$ cat src/rtl/reduction_grant_scheduler_pkg.sv
// Shared port ids, sizes and tracker entry type for the reduction grant scheduler.
// Pure declarations: no latency, no flow control.
package reduction_grant_scheduler_pkg;

  localparam int NUM_PORTS   = 7;
  localparam int INDEX_WIDTH = 16;
  localparam int PIPE_DEPTH  = 2;
  localparam int PORT_ID_W   = 3;

  typedef logic [PORT_ID_W-1:0]   port_id_t;
  typedef logic [INDEX_WIDTH-1:0] tbl_index_t;

  localparam port_id_t PORT_LOCAL = 3'd0;
  localparam port_id_t PORT_YNEG  = 3'd1;
  localparam port_id_t PORT_YPOS  = 3'd2;
  localparam port_id_t PORT_XPOS  = 3'd3;
  localparam port_id_t PORT_XNEG  = 3'd4;
  localparam port_id_t PORT_ZPOS  = 3'd5;
  localparam port_id_t PORT_ZNEG  = 3'd6;
  localparam port_id_t PORT_NONE  = 3'd7;

  typedef struct packed {
    logic       vld;
    tbl_index_t idx;
  } trk_entry_t;

  function automatic port_id_t next_port(input port_id_t p);
    return (p == PORT_ZNEG) ? PORT_LOCAL : port_id_t'(p + 3'd1);
  endfunction

endpackage

$ cat src/rtl/reduction_grant_scheduler_rr_priority_picker.sv
// Round-robin find-first: rotate requests by ptr, pick lowest, rotate the id back.
// Purely combinational; ptr_i must be below N.
module rr_priority_picker #(
  parameter int                N       = 7,
  parameter int                ID_W    = 3,
  parameter logic [ID_W-1:0]   NONE_ID = '1
) (
  input  logic [N-1:0]    req_i,
  input  logic [ID_W-1:0] ptr_i,
  output logic [N-1:0]    onehot_o,
  output logic [ID_W-1:0] id_o,
  output logic            any_o
);

  logic [N-1:0] rot;

  always_comb begin
    int k;
    int off;
    rot      = '0;
    onehot_o = '0;
    id_o     = NONE_ID;
    for (int j = 0; j < N; j++) begin
      k = int'(ptr_i) + j;
      if (k >= N) k = k - N;
      rot[j] = req_i[k];
    end
    off = 0;
    for (int j = N - 1; j >= 0; j--) begin
      if (rot[j]) off = j;
    end
    any_o = |rot;
    k = int'(ptr_i) + off;
    if (k >= N) k = k - N;
    if (any_o) begin
      onehot_o[k] = 1'b1;
      id_o        = ID_W'(k);
    end
  end

endmodule

$ cat src/rtl/reduction_grant_scheduler.sv
// Grants one reduction FIFO per cycle (same-cycle strobe), skipping heads whose index is still in RR/WB.
// grant_* registered one cycle later; out_stall freezes grants, rr_ptr, tracker and outputs.
module reduction_grant_scheduler
  import reduction_grant_scheduler_pkg::*;
(
  input  logic                             clk,
  input  logic                             rst,
  input  logic [NUM_PORTS-1:0]             req,
  input  logic [NUM_PORTS*INDEX_WIDTH-1:0] req_index,
  input  logic                             out_stall,
  output logic [NUM_PORTS-1:0]             grant,
  output logic                             grant_valid,
  output logic [PORT_ID_W-1:0]             grant_port,
  output logic [INDEX_WIDTH-1:0]           grant_index,
  output logic                             hazard_stall
);

  port_id_t             rr_ptr_q, rr_ptr_d;
  port_id_t             gport_q, gport_d;
  trk_entry_t           trk_q [PIPE_DEPTH];
  trk_entry_t           trk_d [PIPE_DEPTH];
  logic [NUM_PORTS-1:0] hit;
  logic [NUM_PORTS-1:0] elig;
  logic [NUM_PORTS-1:0] pick_1h;
  port_id_t             pick_id;
  logic                 pick_any;
  logic                 issue_en;
  tbl_index_t           pick_index;

  // Gating with rst keeps the combinational strobes quiet while reset is held.
  assign issue_en = rst & ~out_stall;

  always_comb begin
    hit = '0;
    for (int i = 0; i < NUM_PORTS; i++) begin
      for (int k = 0; k < PIPE_DEPTH; k++) begin
        if (trk_q[k].vld && (trk_q[k].idx == req_index[i*INDEX_WIDTH +: INDEX_WIDTH])) begin
          hit[i] = 1'b1;
        end
      end
    end
  end

  assign elig = req & ~hit & {NUM_PORTS{issue_en}};

  rr_priority_picker #(
    .N       (NUM_PORTS),
    .ID_W    (PORT_ID_W),
    .NONE_ID (PORT_NONE)
  ) u_picker (
    .req_i    (elig),
    .ptr_i    (rr_ptr_q),
    .onehot_o (pick_1h),
    .id_o     (pick_id),
    .any_o    (pick_any)
  );

  assign grant        = pick_1h;
  assign hazard_stall = issue_en & (|req) & ~pick_any;

  always_comb begin
    pick_index = '0;
    for (int i = 0; i < NUM_PORTS; i++) begin
      if (pick_1h[i]) pick_index = req_index[i*INDEX_WIDTH +: INDEX_WIDTH];
    end
  end

  always_comb begin
    rr_ptr_d = rr_ptr_q;
    gport_d  = gport_q;
    trk_d    = trk_q;
    if (!out_stall) begin
      trk_d[0].vld = pick_any;
      trk_d[0].idx = pick_index;
      for (int k = 1; k < PIPE_DEPTH; k++) begin
        trk_d[k] = trk_q[k-1];
      end
      gport_d = pick_id;
      if (pick_any) rr_ptr_d = next_port(pick_id);
    end
  end

  always_ff @(posedge clk or negedge rst) begin
    if (!rst) begin
      rr_ptr_q <= PORT_LOCAL;
      gport_q  <= PORT_NONE;
      for (int k = 0; k < PIPE_DEPTH; k++) begin
        trk_q[k] <= '0;
      end
    end else begin
      rr_ptr_q <= rr_ptr_d;
      gport_q  <= gport_d;
      trk_q    <= trk_d;
    end
  end

  assign grant_valid = trk_q[0].vld;
  assign grant_index = trk_q[0].idx;
  assign grant_port  = gport_q;

endmodule

$ cat config.mk
export PLATFORM = sky130hd
export DESIGN_NAME = reduction_grant_scheduler
export DESIGN_NICKNAME = d
export VERILOG_FILES = /design/src/rtl/reduction_grant_scheduler_pkg.sv /design/src/rtl/reduction_grant_scheduler_rr_priority_picker.sv /design/src/rtl/reduction_grant_scheduler.sv
export SDC_FILE = /design/constraint.sdc
export NUM_CORES = 1
export LEC_CHECK = 0
export CAP_MARGIN = 20
export CORE_MARGIN = 2
export CORE_UTILIZATION = 50
export CTS_CLUSTER_SIZE = 24
export DETAILED_ROUTE_END_ITERATION = 12
export PLACE_DENSITY = 0.8
export SLEW_MARGIN = 20
export SYNTH_ARGS = -nofsm -noshare
export SYNTH_HDL_FRONTEND = slang
export SYNTH_SLANG_ARGS = --single-unit
$ cat constraint.sdc
create_clock -name clk -period 8.9 [get_ports clk]
set_input_delay 1.78 -clock clk [delete_from_list [all_inputs] [get_ports clk]]
set_output_delay 1.78 -clock clk [all_outputs]
set_load 0.02 [all_outputs]
==> qor.csv, run 1 <==
stage,metric,value,unit
run_status,status,finished clean,
logic_synthesis,syn_nets,942,
drt,met1_length,9500,µm
worst_setup_path,arrival,6970,ps
logic_synthesis,yosys.area.top_type_share,0.273,
sta,skew,5.23,ps
die,core_region_area,13100,µm²
global_route,antenna_found_initial,0,
sta,maxSlewHeadroom,0.459,
logic_synthesis,synthTopCellsByCount,"xnor2_1, nand2_1, nand4_1",
worst_setup_path,r2r_setup_slack,2090,ps
drt,remaining_drc_errors,0,
worst_setup_path,crit_type,in -> out,
drt,wl_met3,3250,µm
sta,fin_crit_sh,0.984,
die,rows,42,
drt,vias,6932,
worst_setup_path,startpoint,req_index[11],
worst_setup_path,startpoint_type,input pin,
logic_synthesis,synth_edf_count,0,
die,die_area,14200,µm²
placement,dp_cells,1088,
logic_synthesis,syn_inst,801,
sta,hold_violations,0,
worst_setup_path,rr_startpoint,rr_ptr_q[1]$_DFFE_PN0P_,
global_route,grt_max_degree,41,
clocking,cts_root_buf,clkbuf_16,
worst_setup_path,worstPathMaxFanout,6,
global_route,gr-usage-all-layers,0.341,
logic_synthesis,synthTopCellsByArea,"xnor2_1, dfrtp_1, mux2_2, nand4_1, nand2_1",
worst_setup_path,crit_path_end_kind,output pin,
logic_synthesis,synth.distinct_cells,67,
clocking,clk_pin_slew_worst_paths,70,ps
drt,drt_iter0_markers,992,
clocking,cts.sinks,40,
die,start_util,0.506,
logic_synthesis,yosys_warnings,0,
logic_synthesis,avgSynthCellArea,8.26,µm²
layout,area_growth_syn_to_layout,27.4,%
job,cap_violations,0,
placement,postPlaceCellArea,8170,µm²
worst_setup_path,crit_end,grant[6],
die,die_h,119,µm
drt,via_per_inst,6.29,
drt,top_layer,met4,
sta,setup_violations,0,
clocking,cts_tree,built,
worst_hold_path,hp-class,reg -> reg,
drt,antenna_left,0,
logic_synthesis,yosysSeqAreaShare,0.152,
layout,antenna_cells,0,
worst_setup_path,required,7120,ps
die,fp.dieW,119,µm
logic_synthesis,syn_area,6620,µm²
sta,finalCriticalPeriod,8750,ps
logic_synthesis,yosys.cell_count.top_type,xnor2_1,
sta,drv_slew,0,
logic_synthesis,yosysTopAreaCell,xnor2_1,
layout,final_cells,1102,
sta,worst_slew_pin_slew,809,ps
logic_synthesis,synth_flop_cell,dfrtp_1,
placement,port_buffers,149,
drt,drt_pass1_iterations,6,
drt,wl_per_cell,22.3,µm
global_route,gr-total-overflow,0,
logic_synthesis,synthArstFlopShare,1.00,
drt,wl,24600,µm
drt,wl_met2,10900,µm
die,ioPinCount,150,
clocking,worstSkewPairLatency,300,ps
global_route,grt_pass1_wl,37600,µm
layout,final_cell_area,8440,µm²
clocking,numCtsBuffers,5,
layout,final_nets,1066,
clocking,cts_max_path_buffers,2,
sta,fmax,114,MHz
layout,final_util,0.645,
clocking,htree_levels,2,
placement,hpwl,19100,µm
placement,routabilityCongestion,0.995,
logic_synthesis,synth-seq-cells,40,
worst_setup_path,rr_endpoint,grant_index[9]$_DFFE_PN0N_,
worst_setup_path,r2r_cells,25,
layout,drive_gt1_frac,0.124,
global_route,grt_pass1_vias,6847,
[state kept, by name, indices dropped and copies added (netlist names)]
signal,flops
rr_ptr_q,3
trk_q,17
grant_valid,1
grant_port,3
grant_index,16
[cells in the final DEF, fill, tap and decap left out, drive strengths merged, types with 23 or more instances in the layout]
cell / Yosys / final
nand3: 23 / 23
mux2: 31 / 31
nand2: 68 / 68
nor2: 28 / 28
xor2: 28 / 28
xnor2: 206 / 206
dfrtp: 37 / 37
nand4: 48 / 48
a21oi: 27 / 27
o21ai: 33 / 33
clkdlybuf4s50: 0 / 142
buf: 53 / 44
[layer usage]
metal,track usage,vias to the layer above
met2,0.523,528
met3,0.0987,97
met1,0.450,3238
li1,-,3069
met4,0.141,0
met5,0,-
[layout make-up]
cell class / count / area (µm²)
Inverter: 15 / 56.3
Sequential cell: 40 / 1000
Clock buffer: 5 / 125
Multi-Input combinational cell: 672 / 5170
Fill cell: 1104 / 4650
Timing Repair Buffer: 191 / 1810
Clock inverter: 3 / 46.3
Tap cell: 176 / 220
[what timing repair did]
item                       4_1_cts  5_1_grt
setup endpoints to repair        0        7
hold buffers                     0        0
resized for setup                0       12
buffers inserted                 0        6
[metrics by stage]
step / setup WS, ps / hold slack (ps) / setup TNS, ps
floorplan: 563 / 499 / 0
global placement: 184 / 453 / 0
detailed placement: 93.0 / 459 / 0
CTS: 77.5 / 473 / 0
global route: -111 / 496 / -111
finish: 146 / 472 / 0
[worst min path at each step]
| stage | start | endpoint | slack [ps] | depth (start not counted) |
|---|---|---|---|---|
| 4_1_cts | grant_port[1]$_DFFE_PN1N_ | grant_port[1]$_DFFE_PN1N_ | 470 | 2 |
| 2_1_floorplan | grant_port[0]$_DFFE_PN1N_ | grant_port[0]$_DFFE_PN1N_ | 500 | 2 |
| 5_1_grt | grant_port[0]$_DFFE_PN1N_ | grant_port[0]$_DFFE_PN1N_ | 500 | 2 |
| 3_3_place_gp | grant_port[1]$_DFFE_PN1N_ | grant_port[1]$_DFFE_PN1N_ | 450 | 2 |
| 6_report | grant_port[1]$_DFFE_PN1N_ | grant_port[1]$_DFFE_PN1N_ | 470 | 2 |
| 3_5_place_dp | grant_port[1]$_DFFE_PN1N_ | grant_port[1]$_DFFE_PN1N_ | 460 | 2 |
[critical path: stages]
cell and delay, ps:
clkdlybuf4s50_1 530, xnor2_2 310, nand4_1 140, nor4_1 310, a32oi_1 280, nand3_2 200, mux2i_1 80, a211oi_1 360
buf_4 200, o22ai_1 70, a21oi_1 180, ha_1 190, inv_1 60, fa_1 510, inv_1 70, ha_1 210
buf_4 160, nor2_1 170, nand2_1 70, nand2_1 70, a32o_1 230, inv_1 70, nor2_1 100, clkdlybuf4s50_1 610
[logic make-up (layout without fill, tap and decap cells)]
kind of cell,Yosys count,in the layout,synth area share
xor gates and xnor gates,234,234,0.310
and+or+nand+nor,227,227,0.178
muxes,57,57,0.105
AOI/OAI and AO/OA,135,135,0.140
DFF,40,40,0.152
buffers and inverters,89,214,0.0771
adders and majority gates,19,19,0.0382
Power of run 1 is not shown: default switching activity piles up to over one toggle a cycle in this logic, so the estimate is an artifact.
==> inputs of run 2 (changes only) <==
--- a/config.mk
+++ b/config.mk
@@ -11,7 +11,7 @@
 export CTS_CLUSTER_SIZE = 24
 export DETAILED_ROUTE_END_ITERATION = 12
 export PLACE_DENSITY = 0.8
-export SLEW_MARGIN = 20
+export SLEW_MARGIN = 40
 export SYNTH_ARGS = -nofsm -noshare
 export SYNTH_HDL_FRONTEND = slang
 export SYNTH_SLANG_ARGS = --single-unit
==> results of run 2 <==
No change in the layout: final DEF, timing and power equal those of run 1.
Power of run 2 is left out for the same reason.
==> inputs of run 3 (changes only) <==
--- a/config.mk
+++ b/config.mk
@@ -5,12 +5,14 @@
 export SDC_FILE = /design/constraint.sdc
 export NUM_CORES = 1
 export LEC_CHECK = 0
+export ABC_AREA = 1
 export CAP_MARGIN = 20
+export CORE_ASPECT_RATIO = 2
 export CORE_MARGIN = 2
-export CORE_UTILIZATION = 50
+export CORE_UTILIZATION = 54
 export CTS_CLUSTER_SIZE = 24
 export DETAILED_ROUTE_END_ITERATION = 12
-export PLACE_DENSITY = 0.8
+export PLACE_DENSITY = 0.83
 export SLEW_MARGIN = 40
 export SYNTH_ARGS = -nofsm -noshare
 export SYNTH_HDL_FRONTEND = slang
==> qor.csv, run 3 <==
stage,metric,value,unit,change
drt,drt_pass1_iterations,8,,+2
logic_synthesis,yosys.area.top_type_share,0.242,,-0.0302
placement,dp_cells,1664,,+53%
die,die_area,14900,µm²,+4.9%
sta,worst_slew_pin_slew,630,ps,-179 ps
die,core_region_area,13500,µm²,+3.3%
global_route,grt_pass1_wl,54300,µm,+44%
logic_synthesis,synth_edf_count,0,,unchanged
global_route,grt_pass1_vias,10008,,+46%
die,rows,60,,+43%
sta,hold_violations,0,,unchanged
sta,finalCriticalPeriod,8580,ps,-175 ps
placement,postPlaceCellArea,9130,µm²,+12%
global_route,grt_max_degree,73,,+78%
sta,setup_violations,0,,unchanged
die,ioPinCount,150,,unchanged
layout,drive_gt1_frac,0.0877,,-0.0365
placement,port_buffers,149,,unchanged
logic_synthesis,yosysSeqAreaShare,0.134,,-0.0175
worst_setup_path,required,7120,ps,about the same
sta,fin_crit_sh,0.964,,-0.0197
logic_synthesis,yosysTopAreaCell,nand2_1,,
clocking,worstSkewPairLatency,310,ps,about the same
drt,remaining_drc_errors,0,,unchanged
logic_synthesis,synthTopCellsByArea,"nand2_1, dfrtp_1, nand3_1, nor2_1, inv_1",,
logic_synthesis,syn_nets,1514,,+61%
logic_synthesis,synth.distinct_cells,42,,-37%
global_route,gr-total-overflow,0,,unchanged
drt,via_per_inst,6.04,,-3.9%
layout,final_nets,1657,,+55%
sta,skew,5.64,ps,+0.412 ps
logic_synthesis,yosys_warnings,0,,unchanged
die,start_util,0.554,,+0.0478
logic_synthesis,avgSynthCellArea,5.45,µm²,-34%
placement,routabilityCongestion,1.09,,+9.3%
clocking,clk_pin_slew_worst_paths,70,ps,about the same
drt,vias,10103,,+46%
logic_synthesis,synth_flop_cell,dfrtp_1,,
sta,rsz0062_at_grt,no,,
layout,largest_reg_flops,17,,unchanged
global_route,gr-usage-all-layers,0.491,,+0.150
sta,maxSlewHeadroom,0.580,,+0.122
logic_synthesis,synthArstFlopShare,1.00,,unchanged
layout,layout_commonest_cell,nand2_1,,
worst_setup_path,crit_path_end_kind,output pin,,
logic_synthesis,yosys.cell_count.top_type,nand2_1,,
logic_synthesis,synthTopCellsByCount,"nand2_1, nor2_1, inv_1",,
clocking,cts_root_buf,clkbuf_16,,
global_route,antenna_found_initial,0,,unchanged
drt,drt_iter0_markers,896,,-9.7%
logic_synthesis,syn_inst,1373,,+71%
run_status,status,finished clean,,
worst_setup_path,worstPathMaxFanout,6,,unchanged
worst_setup_path,crit_type,in -> out,,
placement,place_ws,9.47,ps,-83.5 ps
clocking,cts_tree,built,,
die,fp.dieW,87.2,µm,-27%
clocking,cts.sinks,40,,unchanged
logic_synthesis,synth-seq-cells,40,,unchanged
layout,final_cells,1672,,+52%
drt,wl_per_cell,21.3,µm,-4.7%
clocking,htree_levels,2,,unchanged
layout,area_growth_syn_to_layout,24.8,%,
layout,final_cell_area,9340,µm²,+11%
sta,tns,0,ps,unchanged
clocking,cts_max_path_buffers,2,,unchanged
logic_synthesis,syn_area,7480,µm²,+13%
placement,hpwl,28100,µm,+47%
layout,antenna_cells,0,,unchanged
drt,wl,35600,µm,+45%
sta,fin_ws,322,ps,+175 ps
layout,largest-register,trk_q,,
sta,fmax,117,MHz,+2.0%
sta,drv_slew,0,,unchanged
die,die_h,170,µm,+43%
drt,antenna_left,0,,unchanged
layout,final_cell_mix,"nand2_1, nor2_1, inv_1",,
worst_setup_path,arrival,6800,ps,-170 ps
worst_hold_path,hp-class,reg -> reg,,
clocking,numCtsBuffers,5,,unchanged
worst_setup_path,startpoint_type,input pin,,
job,cap_violations,0,,unchanged
## run 3: changes by cell type after synthesis, sizes merged, moves of 31 or more
cell   delta
inv     +155
nor2    +138
nand2   +425
o21ai    +72
mux2     -31
nand3   +112
xnor2   -167
## run 3: per-stage QoR
| stage | hold slack (ps) | utilization |
|---|---|---|
| 3_3_place_gp | 491 | 0.675 |
| 6_report | 525 | 0.691 |
| 4_1_cts | 527 | 0.688 |
| 2_1_floorplan | 465 | - |
| 5_1_grt | 544 | 0.691 |
| 3_5_place_dp | 512 | 0.675 |
## run 3: area by class of cell
| class | instances | area (µm²) |
|---|---|---|
| inverters | 170 | 641 |
| clock buffers | 6 | 139 |
| flip-flops and latches | 40 | 1000 |
| fillers | 1233 | 4180 |
| multi-input cells | 1096 | 5420 |
| clock inverters | 2 | 38.8 |
| well taps | 155 | 194 |
| repair buffers | 203 | 1900 |
## run 3: critical path, stage by stage
cell             delay (ps)
clkdlybuf4s50_1         490
o21ai_1                 530
nor2_1                   90
nand2_1                  90
nor2_1                   40
nand3_1                 110
nand3_2                 230
inv_2                   110
nand3_1                  80
nand3_1                 110
nand2_1                 140
or3b_2                  520
a21oi_2                 190
inv_1                    90
fa_1                    490
inv_1                   100
ha_1                    160
inv_1                    60
o21ai_2                 210
xor2_2                  250
inv_1                    80
nor2_1                  120
nand2_1                 220
inv_1                   240
dlymetal6s2s_1          260
## run 3: what timing repair did
item,4_1_cts,5_1_grt
setup buffers,0,0
gates resized for setup,1,15
hold buffers,0,0
cloned,0,0
pin swaps,0,0
endpoints found under the setup margin,1,7
## run 3: metal layers
metal / global-route usage / part of all wire / vias to the layer above
li1: - / - / 4590
met1: 0.440 / 0.29 / 4470
met2: 0.849 / 0.50 / 729
met3: 0.130 / 0.082 / 314
met4: 0.470 / 0.12 / 0
met5: 0 / 0 / -
## run 3: worst paths after layout
kind | start | to | slack (ps) | depth (start not counted)
setup / recovery | req_index[102] | grant[5] | 320 | 25
hold / removal | grant_port[0]$_DFFE_PN1N_ | grant_port[0]$_DFFE_PN1N_ | 530 | 2
setup reg to reg | rr_ptr_q[1]$_DFFE_PN0P_ | grant_index[7]$_DFFE_PN0N_ | 2800 | 32
hold reg to reg | grant_port[0]$_DFFE_PN1N_ | grant_port[0]$_DFFE_PN1N_ | 530 | 2
max in group asynchronous | rst | trk_q[10]$_DFFE_PN0N_ | 6840 | 2
min in group asynchronous | rst | trk_q[2]$_DFFE_PN0N_ | 1620 | 2
## run 3: cell families after synthesis
kind of cell,after synthesis,share of synthesized area
buffers and inverters,237,0.145
AND/OR/NAND/NOR,858,0.494
adder cells (fa/ha/maj),19,0.0338
AO/OA/AOI/OAI,151,0.111
XOR/XNOR,68,0.0816
flip-flops,40,0.134
Power of run 3 is left out for the same reason.
